--- src/rtl/bcd_counter_ndigit.sv ---
// ---------------------------------------------------------------------------
// bcd_counter_ndigit
//   Parametrised multi-digit BCD up/down counter with parallel load,
//   wrap/saturate behaviour at the limits, optional rising-edge detection
//   of the up/down requests and one-cycle carry/borrow pulses.
//
// Parameters
//   DIGITS      number of BCD digits (1..8)
//   SATURATE    0 = wrap at the limits, 1 = hold at the limits
//   EDGE_DETECT 1 = one count per rising edge of up/down (sampled on en)
//               0 = one count per enabled cycle while the level is high
//
// Ports
//   i_clk       system clock, rising edge
//   i_reset     synchronous active-high reset
//   i_en        count enable tick
//   i_up        count-up request
//   i_down      count-down request
//   i_load      parallel load strobe (acts regardless of i_en)
//   i_load_val  packed BCD load value, digit 0 in bits [3:0]
//   o_bcd       packed BCD count, digit 0 in bits [3:0]
//   o_carry     one-cycle pulse on an up-count at maximum
//   o_borrow    one-cycle pulse on a down-count at zero
//   o_at_max    every digit equals 9
//   o_at_min    every digit equals 0
// ---------------------------------------------------------------------------
module bcd_counter_ndigit #(
  parameter int DIGITS      = 2,
  parameter int SATURATE    = 0,
  parameter int EDGE_DETECT = 1
) (
  input  logic                  i_clk,
  input  logic                  i_reset,
  input  logic                  i_en,
  input  logic                  i_up,
  input  logic                  i_down,
  input  logic                  i_load,
  input  logic [4*DIGITS-1:0]   i_load_val,
  output logic [4*DIGITS-1:0]   o_bcd,
  output logic                  o_carry,
  output logic                  o_borrow,
  output logic                  o_at_max,
  output logic                  o_at_min
);

  localparam int W = 4 * DIGITS;

  logic [W-1:0] r_bcd;
  logic         r_carry;
  logic         r_borrow;
  logic         r_up_prev;
  logic         r_down_prev;

  logic         w_up_evt;
  logic         w_down_evt;
  logic [W-1:0] w_inc;
  logic [W-1:0] w_dec;
  logic [W-1:0] w_clamped;
  logic         w_at_max;
  logic         w_at_min;

  // Ripple increment: a digit steps only when every lower digit is 9.
  // All 9s naturally rolls over to all 0s.
  function automatic logic [W-1:0] f_bcd_inc(input logic [W-1:0] v);
    logic [W-1:0] res;
    logic         ripple;
    logic [3:0]   d;
    res    = v;
    ripple = 1'b1;
    for (int i = 0; i < DIGITS; i++) begin
      d = v[4*i +: 4];
      if (ripple) begin
        if (d == 4'd9) begin
          res[4*i +: 4] = 4'd0;
        end else begin
          res[4*i +: 4] = d + 4'd1;
        end
      end else begin
        res[4*i +: 4] = d;
      end
      ripple = ripple & (d == 4'd9);
    end
    return res;
  endfunction

  // Ripple decrement: a digit steps only when every lower digit is 0.
  // All 0s naturally rolls under to all 9s.
  function automatic logic [W-1:0] f_bcd_dec(input logic [W-1:0] v);
    logic [W-1:0] res;
    logic         ripple;
    logic [3:0]   d;
    res    = v;
    ripple = 1'b1;
    for (int i = 0; i < DIGITS; i++) begin
      d = v[4*i +: 4];
      if (ripple) begin
        if (d == 4'd0) begin
          res[4*i +: 4] = 4'd9;
        end else begin
          res[4*i +: 4] = d - 4'd1;
        end
      end else begin
        res[4*i +: 4] = d;
      end
      ripple = ripple & (d == 4'd0);
    end
    return res;
  endfunction

  // Non-BCD load digits (A..F) are forced to 9 so the count stays legal.
  function automatic logic [W-1:0] f_bcd_clamp(input logic [W-1:0] v);
    logic [W-1:0] res;
    logic [3:0]   d;
    res = v;
    for (int i = 0; i < DIGITS; i++) begin
      d = v[4*i +: 4];
      if (d > 4'd9) begin
        res[4*i +: 4] = 4'd9;
      end else begin
        res[4*i +: 4] = d;
      end
    end
    return res;
  endfunction

  // True when every digit of v equals the given digit value.
  function automatic logic f_all_digits(input logic [W-1:0] v, input logic [3:0] dv);
    logic eq;
    eq = 1'b1;
    for (int i = 0; i < DIGITS; i++) begin
      eq = eq & (v[4*i +: 4] == dv);
    end
    return eq;
  endfunction

  // Next-value candidates and limit decodes of the registered count.
  always_comb begin
    w_inc     = f_bcd_inc(r_bcd);
    w_dec     = f_bcd_dec(r_bcd);
    w_clamped = f_bcd_clamp(i_load_val);
    w_at_max  = f_all_digits(r_bcd, 4'd9);
    w_at_min  = f_all_digits(r_bcd, 4'd0);
  end

  // Count events exist only on en cycles; edge mode compares against history.
  always_comb begin
    w_up_evt   = 1'b0;
    w_down_evt = 1'b0;
    if (i_en) begin
      if (EDGE_DETECT != 0) begin
        w_up_evt   = i_up & ~r_up_prev;
        w_down_evt = i_down & ~r_down_prev;
      end else begin
        w_up_evt   = i_up;
        w_down_evt = i_down;
      end
    end else begin
      w_up_evt   = 1'b0;
      w_down_evt = 1'b0;
    end
  end

  // Counter state, history and pulse registers.
  always_ff @(posedge i_clk) begin
    if (i_reset) begin
      r_bcd       <= {W{1'b0}};
      r_carry     <= 1'b0;
      r_borrow    <= 1'b0;
      r_up_prev   <= 1'b0;
      r_down_prev <= 1'b0;
    end else begin
      r_carry  <= 1'b0;
      r_borrow <= 1'b0;
      // History follows the inputs only on en ticks, even during a load.
      if (i_en) begin
        r_up_prev   <= i_up;
        r_down_prev <= i_down;
      end else begin
        r_up_prev   <= r_up_prev;
        r_down_prev <= r_down_prev;
      end
      if (i_load) begin
        r_bcd <= w_clamped;
      end else if (w_up_evt && w_down_evt) begin
        // Conflicting requests cancel out.
        r_bcd <= r_bcd;
      end else if (w_up_evt) begin
        r_carry <= w_at_max;
        if (w_at_max && (SATURATE != 0)) begin
          r_bcd <= r_bcd;
        end else begin
          r_bcd <= w_inc;
        end
      end else if (w_down_evt) begin
        r_borrow <= w_at_min;
        if (w_at_min && (SATURATE != 0)) begin
          r_bcd <= r_bcd;
        end else begin
          r_bcd <= w_dec;
        end
      end else begin
        r_bcd <= r_bcd;
      end
    end
  end

  assign o_bcd    = r_bcd;
  assign o_carry  = r_carry;
  assign o_borrow = r_borrow;
  assign o_at_max = w_at_max;
  assign o_at_min = w_at_min;

endmodule
--- config.mk ---
export PLATFORM = sky130hd
export DESIGN_NAME = bcd_counter_ndigit
export DESIGN_NICKNAME = d
export VERILOG_FILES = /design/src/rtl/bcd_counter_ndigit.sv
export SDC_FILE = /design/constraint.sdc
export NUM_CORES = 1
export LEC_CHECK = 0
export BUFFER_PORTS_ARGS = -buffer_cell sky130_fd_sc_hd__buf_2
export CORE_MARGIN = 4
export CORE_UTILIZATION = 50
export CTS_CLUSTER_DIAMETER = 200
export DETAILED_ROUTE_END_ITERATION = 8
export PLACE_DENSITY = 0.84
export SLEW_MARGIN = 30
export SYNTH_ARGS = -nofsm -noshare
export SYNTH_HDL_FRONTEND = slang
export SYNTH_SLANG_ARGS = --single-unit
--- constraint.sdc ---
create_clock -name i_clk -period 2.2 [get_ports i_clk]
set_input_delay 0.55 -clock i_clk [delete_from_list [all_inputs] [get_ports i_clk]]
set_output_delay 0.55 -clock i_clk [all_outputs]
set_load 0.01 [all_outputs]
==> results.py, run 1 <==
metrics = {
    "clock_network": {
        "cts_buffers": 3,
        "cts.sink_count": 12,
        "cts_setup_buffers": 0,
        "cts.reportedPaths.clkPinSlew_ns": 0.08,
        "clk_latency_ns": 0.28,
        "clock_path_buffers": 2,
        "htree_levels": 1,
        "root_buffer": "clkbuf_4",
        "tritoncts": "yes",
    },
    "pwr": {
        "irDropWorstVdd_mv": 0.324,
        "power_density_nw_per_um2": 589,
        "leakagePower_nw": 0.445,
    },
    "finish": {
        "seq_area_sq_um": 240,
        "design_area_sq_um": 1050,
        "drive_above_1_share": 0.300,
        "nFillCells": 142,
        "nets": 145,
        "areaGrowthSynthToFinish_pct": 18.3,
        "multi_input_area_sq_um": 607,
        "num_antenna_cells": 0,
    },
    "setup_path": {
        "r2r_start": "r_up_prev$_SDFFE_PP0P_",
        "startpoint": "o_bcd[2]$_SDFFE_PP0P_",
        "rrSetupSlack_ns": 0.45,
        "max_stage_delay_ns": 0.39,
        "cp.arrival_ns": 1.48,
        "critPathMaxFanout": 8,
        "crit_family": "simple AND/OR/NAND/NOR gates",
        "timing.rr.end": "o_bcd[6]$_SDFFE_PP0P_",
        "critical_path_class": "register to primary output",
        "worst_ep_required_time_ns": 1.65,
        "startpoint_type": "register",
        "crit_chain": "nor2_2 > nand2_1 > nor4_1 > buf_2",
        "cp.depth": 4,
        "slowest_stage": "dfxtp_1",
        "crit_end": "o_at_min",
        "worstRegToRegCells": 5,
        "worst-path-buf-inv": 1,
        "endpoint_kind": "primary output",
    },
    "route": {
        "firstDrtPassIters": 4,
        "routedWlPerCell_um": 13.7,
        "final_antenna_net_count": 0,
        "drtIter0Drc": 20,
        "vias": 898,
        "vias_per_cell": 5.83,
        "drc": 0,
        "routed_wl_um": 2110,
    },
    "sta": {
        "finClkSkew_ns": 0.00338,
        "final_hold_viol_count": 0,
        "finalSetupViolCount": 0,
        "finalCritPeriodShare": 0.922,
        "holdWs_ns": 0.503,
        "finalMaxSlewViolations": 0,
        "max_clock_freq_ghz": 0.493,
        "timing.setup.tns_ns": 0,
        "period_needed_ns": 2.03,
        "relSlewSlack": 0.743,
        "tightestPinTransition_ns": 0.385,
        "rsz0062_at_grt": "no",
        "fin_ws_ns": 0.171,
    },
    "logic_synthesis": {
        "syn_area_sq_um": 891,
        "synth_simple_gate_area_frac": 0.346,
        "synth_top_cell_area_share": 0.270,
        "ys_async_sr_fraction": 0,
        "yosysMostFrequentCell": "nor2_1",
        "synth_edf_count": 0,
        "synthMuxAreaShare": 0.0562,
        "ys_ff_latch": 12,
        "synth_top_family_by_area": "simple AND/OR/NAND/NOR gates",
        "postSynthCellCount": 108,
        "synth_top_area_cell": "dfxtp_1",
        "synth_ff_type": "dfxtp_1",
        "yosysSeqAreaShare": 0.270,
        "ys_warn_count": 0,
        "syn_avg_cell_area_sq_um": 8.25,
        "syn_nets": 122,
        "synth_compound_area_frac": 0.187,
        "yosysUniqueCellTypes": 46,
        "synth_fa_ha_area_frac": 0,
        "ys_top_cells_by_area": "dfxtp_1 (27%), mux2i_1 (5.6%), nor2_1 (5.5%)",
        "synth_xor_area_frac": 0.0899,
        "synth_common_cells": "nor2_1 (13), dfxtp_1 (12), nand2_1 (8)",
    },
    "floorplan": {
        "pin_count": 26,
        "coreArea_sq_um": 1590,
        "dieWidth_um": 50.2,
        "start_util": 0.559,
        "core.rowCount": 14,
        "die_h_um": 50.2,
        "die_area_sq_um": 2520,
    },
    "outcome": {
        "status": "finished clean",
    },
    "place": {
        "io_buffer_count": 25,
        "pre_cts_slack_ns": 0.155,
        "placedInstanceArea_sq_um": 1010,
        "dp_hpwl_um": 1660,
        "gp_congestion": 0.886,
    },
    "global_route": {
        "grt_first_pass_wirelength_um": 3410,
        "first_global_vias": 762,
        "grt_max_degree": 13,
        "grt_overflow": 0,
        "grt.total_usage": 0.170,
        "antenna_found_initial": 0,
    },
    "min_path": {
        "hp-class": "register to register",
    },
    "job": {
        "maxCapViolCount": 0,
    },
}
==> registers in the layout, summed over array words and instances, names as in the netlist <==
register / cells
o_carry: 1
r_up_prev: 1
o_bcd: 8
o_borrow: 1
r_down_prev: 1
==> cell type report <==
type	count	share of cell area
repair buffers	26	0.126
flip-flops and latches	12	0.228
multi-input cells	86	0.576
inverters	2	0.00713
well taps	24	0.0285
clock buffers	4	0.0344
==> through the flow <==
stage,utilization,power (mW),std cells
2_1_floorplan,-,0.394,108
5_1_grt,0.661,0.658,154
4_1_cts,0.659,0.625,154
6_report,0.661,0.621,154
3_3_place_gp,0.637,0.436,150
3_5_place_dp,0.637,0.443,150
==> worst min-delay path by stage <==
stage	slack [ns]	end	depth (start not counted)	startpoint
after detailed placement	0.48	r_down_prev$_SDFFE_PP0P_	2	r_down_prev$_SDFFE_PP0P_
after global placement	0.47	r_down_prev$_SDFFE_PP0P_	2	r_down_prev$_SDFFE_PP0P_
after global routing	0.52	o_bcd[6]$_SDFFE_PP0P_	3	i_load_val[6]
after CTS	0.50	r_down_prev$_SDFFE_PP0P_	2	r_down_prev$_SDFFE_PP0P_
final	0.50	r_down_prev$_SDFFE_PP0P_	2	r_down_prev$_SDFFE_PP0P_
after floorplan	0.45	r_down_prev$_SDFFE_PP0P_	2	r_down_prev$_SDFFE_PP0P_
==> repair_timing <==
item / in CTS / in global routing
endpoints found under the setup margin: 0 / 2
resized for setup: 0 / 1
hold buffers: 0 / 0
==> cells by family (layout without fill, tap and decap cells) <==
| group | Yosys count | in the layout |
|---|---|---|
| and+or+nand+nor | 52 | 52 |
| AOI/OAI and AO/OA | 22 | 22 |
| buffers and inverters | 10 | 32 |
| xor gates and xnor gates | 7 | 7 |
| muxes | 5 | 5 |
| DFF | 12 | 12 |
==> placed cells by master, fill, tap and decap left out, drive strengths merged, types with 2 or more instances in the layout <==
cell type / instances
or3: 2
and2: 2
nor3: 3
xnor2: 4
clkbuf: 4
nand3: 4
dfxtp: 12
buf: 26
nand4: 2
a21oi: 4
a221oi: 3
and2b: 2
mux2i: 5
xor2: 3
and4b: 2
o21ai: 3
a31oi: 2
nor2: 13
nor4: 4
and4: 2
nand2: 8
==> report_power, final <==
| group | leakage (nW) | internal, mW | switching, mW |
|---|---|---|---|
| Combinational | 0.325 | 0.0856 | 0.0939 |
| Sequential | 0.0988 | 0.232 | 0.0288 |
| Clock | 0.0210 | 0.101 | 0.0802 |
==> tightest hold or removal path, cell delays in order (launching register included) <==
cell and delay (ns):
dfxtp_1 0.33, mux2i_1 0.06, nor2_1 0.08
==> routing by layer <==
metal | share of wire | GRT usage | vias up | wire length [um]
met3 | 0.095 | 0.0651 | 5 | 201
met1 | 0.42 | 0.217 | 403 | 879
met2 | 0.48 | 0.267 | 43 | 1010
li1 | - | - | 447 | -
met4 | 0.010 | 0.0461 | 0 | 22
met5 | 0 | 0 | - | 0
No activity file was read; power rests on OpenSTA's default activity.
==> inputs of run 2 (changes only) <==
==> constraint.sdc (replaced) <==
create_clock -name i_clk -period 1.9 [get_ports i_clk]
set_input_delay 0.475 -clock i_clk [delete_from_list [all_inputs] [get_ports i_clk]]
set_output_delay 0.475 -clock i_clk [all_outputs]
set_load 0.01 [all_outputs]
==> results.py, run 2 (synthesis gave the netlist of run 1 again) <==
metrics = {
    "outcome": {
        "status": "finished clean",
    },
    "route": {
        "vias": 952,
        "final_antenna_net_count": 0,
        "firstDrtPassIters": 4,
        "vias_per_cell": 5.95,
        "drc": 0,
        "routed_wl_um": 2290,
        "routedWlPerCell_um": 14.3,
        "drtIter0Drc": 65,
    },
    "sta": {
        "rsz0062_at_grt": "no",
        "relSlewSlack": 0.705,
        "finalMaxSlewViolations": 0,
        "finClkSkew_ns": 0.000952,
        "tightestPinTransition_ns": 0.442,
        "finalCritPeriodShare": 0.947,
        "holdWs_ns": 0.441,
        "max_clock_freq_ghz": 0.556,
        "fin_ws_ns": 0.101,
        "final_hold_viol_count": 0,
        "finalSetupViolCount": 0,
        "timing.setup.tns_ns": 0,
        "period_needed_ns": 1.80,
    },
    "finish": {
        "fin_cells": 160,
        "drive_above_1_share": 0.375,
        "final_common_cell": "buf_2",
        "largest_reg_flops": 8,
        "nets": 151,
        "final_cell_mix": "buf_2 (25), nor2_1 (13), nand2_1 (8)",
        "fin_util": 0.707,
        "design_area_sq_um": 1130,
        "areaGrowthSynthToFinish_pct": 26.5,
        "num_antenna_cells": 0,
    },
    "pwr": {
        "power.total_mw": 0.756,
        "power_density_nw_per_um2": 671,
        "leakagePower_nw": 0.479,
        "irDropWorstVdd_mv": 0.333,
    },
    "place": {
        "gp_congestion": 0.836,
        "placedInstanceArea_sq_um": 1060,
        "pre_cts_slack_ns": -0.0101,
        "place_inst": 156,
        "io_buffer_count": 25,
        "dp_hpwl_um": 1740,
    },
    "clock_network": {
        "cts_hold_buf": 0,
        "tritoncts": "yes",
        "cts.sink_count": 12,
        "root_buffer": "clkbuf_4",
        "clk_latency_ns": 0.28,
        "cts.reportedPaths.clkPinSlew_ns": 0.08,
        "cts_buffers": 3,
        "htree_levels": 1,
        "cts_setup_buffers": 0,
        "clock_path_buffers": 2,
    },
    "global_route": {
        "grt_first_pass_wirelength_um": 3560,
        "grt.total_usage": 0.178,
        "antenna_found_initial": 0,
        "grt_overflow": 0,
        "first_global_vias": 836,
        "grt_max_degree": 13,
    },
    "setup_path": {
        "critical_path_class": "register to primary output",
        "startpoint_type": "register",
        "worst_ep_required_time_ns": 1.42,
        "endpoint_kind": "primary output",
        "worstRegToRegCells": 5,
        "cp.arrival_ns": 1.32,
        "r2r_start": "r_up_prev$_SDFFE_PP0P_",
        "startpoint": "o_bcd[0]$_SDFFE_PP0P_",
        "critPathMaxFanout": 8,
    },
    "min_path": {
        "min_delay_path_depth": 3,
        "hp-start": "i_down",
        "hp-class": "input port to register",
    },
    "floorplan": {
        "coreArea_sq_um": 1590,
        "start_util": 0.559,
        "die_area_sq_um": 2520,
        "pin_count": 26,
        "core.rowCount": 14,
        "dieWidth_um": 50.2,
        "die_h_um": 50.2,
    },
    "job": {
        "maxCapViolCount": 0,
    },
}
==> run 2: changes by cell type in the layout (fill, tap and decap cells not counted), sizes merged <==
cell	delta
buf	+6
==> run 2: worst paths after layout <==
check / to / slack, ns
min: r_down_prev$_SDFFE_PP0P_ / 0.44
max reg2reg: o_bcd[6]$_SDFFE_PP0P_ / 0.17
max: o_at_min / 0.10
min reg2reg: r_down_prev$_SDFFE_PP0P_ / 0.50
==> run 2: per-layer routing <==
| metal | up-vias | wire [um] | track usage |
|---|---|---|---|
| met2 | 37 | 1110 | 0.302 |
| met4 | 0 | 23 | 0.0415 |
| li1 | 459 | - | - |
| met5 | - | 0 | 0 |
| met1 | 454 | 976 | 0.230 |
| met3 | 2 | 172 | 0.0385 |
==> run 2: final cells by class <==
cell class | instances | area, sq um
multi-input combinational | 86 | 627
fill | 134 | 467
sequential | 12 | 249
timing repair buffer | 32 | 178
clock buffer | 4 | 36.3
tap | 24 | 30.0
inverter | 2 | 7.51
==> run 2: repair_timing <==
action	in CTS	in global routing
pin swaps	0	1
setup endpoints to repair	1	3
gates resized for setup	1	9
hold endpoints to repair	0	0
==> run 2: power breakdown <==
group	total [mW]	internal, mW	leakage (nW)	switching (mW)
clock	0.218	0.117	0.0210	0.101
sequential	0.305	0.270	0.101	0.0347
combinational	0.234	0.114	0.357	0.119
==> run 2: critical path, stage by stage (launching register included) <==
cell and delay (ns):
dfxtp_4 0.39, or2_4 0.26, nor4_4 0.22, buf_2 0.17
==> inputs of run 3 (changes only) <==
--- a/config.mk
+++ b/config.mk
@@ -5,7 +5,7 @@
 export SDC_FILE = /design/constraint.sdc
 export NUM_CORES = 1
 export LEC_CHECK = 0
-export BUFFER_PORTS_ARGS = -buffer_cell sky130_fd_sc_hd__buf_2
+export BUFFER_PORTS_ARGS = -buffer_cell sky130_fd_sc_hd__clkbuf_2
 export CORE_MARGIN = 4
 export CORE_UTILIZATION = 50
 export CTS_CLUSTER_DIAMETER = 200
==> results.py, run 3 (synthesis gave the netlist of run 1 again) <==
metrics = {
    "outcome": {
        "status": "finished clean",
    },
    "place": {
        "gp_congestion": 0.820,
        "placedInstanceArea_sq_um": 1070,
        "place_inst": 158,
        "io_buffer_count": 25,
        "pre_cts_slack_ns": 0.00516,
        "dp_hpwl_um": 1790,
    },
    "pwr": {
        "switching_share": 0.334,
        "power_density_nw_per_um2": 663,
        "seqPwrFrac": 0.399,
        "power.internal_mw": 0.504,
        "pwr-share-comb": 0.318,
        "power.clock.fraction": 0.282,
        "irDropWorstVdd_mv": 0.444,
        "leakagePower_nw": 0.484,
        "p_switching_mw": 0.253,
    },
    "route": {
        "drc": 0,
        "routed_wl_um": 2300,
        "routedWlPerCell_um": 14.2,
        "drtIter0Drc": 31,
        "vias": 978,
        "firstDrtPassIters": 4,
        "final_antenna_net_count": 0,
        "vias_per_cell": 6.04,
    },
    "sta": {
        "period_needed_ns": 1.81,
        "relSlewSlack": 0.755,
        "rsz0062_at_grt": "no",
        "fin_ws_ns": 0.0930,
        "finalCritPeriodShare": 0.951,
        "tightestPinTransition_ns": 0.364,
        "max_clock_freq_ghz": 0.553,
        "finalSetupViolCount": 0,
        "finClkSkew_ns": 0.00350,
        "final_hold_viol_count": 0,
        "finalMaxSlewViolations": 0,
        "timing.setup.tns_ns": 0,
    },
    "finish": {
        "largest_reg_flops": 8,
        "drive_above_1_share": 0.391,
        "areaGrowthSynthToFinish_pct": 28.1,
        "final_common_cell": "clkbuf_2",
        "design_area_sq_um": 1140,
        "num_antenna_cells": 0,
        "nFillCells": 130,
        "final_cell_mix": "clkbuf_2 (25), nor2_1 (12), buf_4 (9)",
        "nets": 153,
        "fin_cells": 162,
    },
    "global_route": {
        "grt_overflow": 0,
        "grt.total_usage": 0.192,
        "grt_max_degree": 13,
        "first_global_vias": 862,
        "antenna_found_initial": 0,
        "grt_first_pass_wirelength_um": 3790,
    },
    "floorplan": {
        "core.rowCount": 14,
        "pin_count": 26,
        "start_util": 0.559,
        "die_area_sq_um": 2520,
        "dieWidth_um": 50.2,
        "die_h_um": 50.2,
        "coreArea_sq_um": 1590,
    },
    "min_path": {
        "hp-start": "i_load_val[6]",
        "min_delay_path_depth": 3,
        "min_delay_worst_endpoint": "o_bcd[6]$_SDFFE_PP0P_",
        "hp-class": "input port to register",
    },
    "clock_network": {
        "cts_setup_buffers": 0,
        "cts_buffers": 3,
        "clk_latency_ns": 0.28,
        "clock_path_buffers": 2,
        "cts.sink_count": 12,
        "tritoncts": "yes",
        "htree_levels": 1,
        "cts.reportedPaths.clkPinSlew_ns": 0.09,
        "root_buffer": "clkbuf_4",
    },
    "setup_path": {
        "timing.rr.end": "o_bcd[5]$_SDFFE_PP0P_",
        "max_stage_delay_ns": 0.37,
        "endpoint_kind": "primary output",
        "startpoint_type": "register",
        "critPathMaxFanout": 6,
        "startpoint": "o_bcd[3]$_SDFFE_PP0P_",
        "worst_ep_required_time_ns": 1.42,
        "worstRegToRegCells": 6,
        "rrSetupSlack_ns": 0.20,
        "crit_chain": "or2_2 > nor4_4 > clkbuf_2",
        "critical_path_class": "register to primary output",
        "r2r_start": "r_up_prev$_SDFFE_PP0P_",
        "slowest_stage": "dfxtp_1",
        "cp.arrival_ns": 1.33,
    },
    "job": {
        "maxCapViolCount": 0,
    },
}
[run 3: per-layer routing]
layer / up-vias / GRT usage / routed length, um
met1: 456 / 0.232 / 956
met2: 51 / 0.315 / 1090
met3: 7 / 0.0710 / 215
met5: - / 0 / 0
met4: 0 / 0.0599 / 34
li1: 464 / - / -
[run 3: stage by stage]
stage,hold WS (ns),utilization,power [mW]
after global routing,0.425,0.716,0.796
final,0.436,0.716,0.757
after CTS,0.442,0.701,0.747
after floorplan,0.453,-,0.456
after global placement,0.469,0.674,0.524
after detailed placement,0.479,0.674,0.534
[run 3: area by class of cell]
type                       instances  area [sq um]  area share
inverter                           2          7.51     0.00658
timing repair buffer              34           193       0.169
multi-input combinational         86           629       0.552
clock buffer                       4          36.3      0.0318
sequential                        12           245       0.215
tap                               24          30.0      0.0263
[run 3: repair_timing]
action / CTS / global route
hold buffers: 0 / 0
setup endpoints to repair: 1 / 2
gates resized for setup: 1 / 8
hold endpoints to repair: 0 / 0
[run 3: how the worst max path moves through the flow]
stage	endpoint	slack (ns)	cells after the start
detailed placement	o_bcd[5]$_SDFFE_PP0P_	0.005	7
global route	o_at_min	0.02	4
CTS	o_at_max	0.01	3
finish	o_at_min	0.09	3
global placement	o_bcd[5]$_SDFFE_PP0P_	0.09	7
floorplan	o_bcd[6]$_SDFFE_PP0P_	0.14	6
[run 3: power groups by stage]
stage	combinational [mW]	clock [mW]	sequential (mW)
after floorplan	0.160	0	0.296
after global placement	0.222	0	0.302
after detailed placement	0.230	0	0.304
after CTS	0.233	0.216	0.298
after global routing	0.263	0.227	0.306
final	0.241	0.214	0.302
[run 3: critical path: cells and delay by family (launching register included)]
kind,cells,cell delay (ns)
buf+inv,1,0.18
simple gates,2,0.51
flops,1,0.37
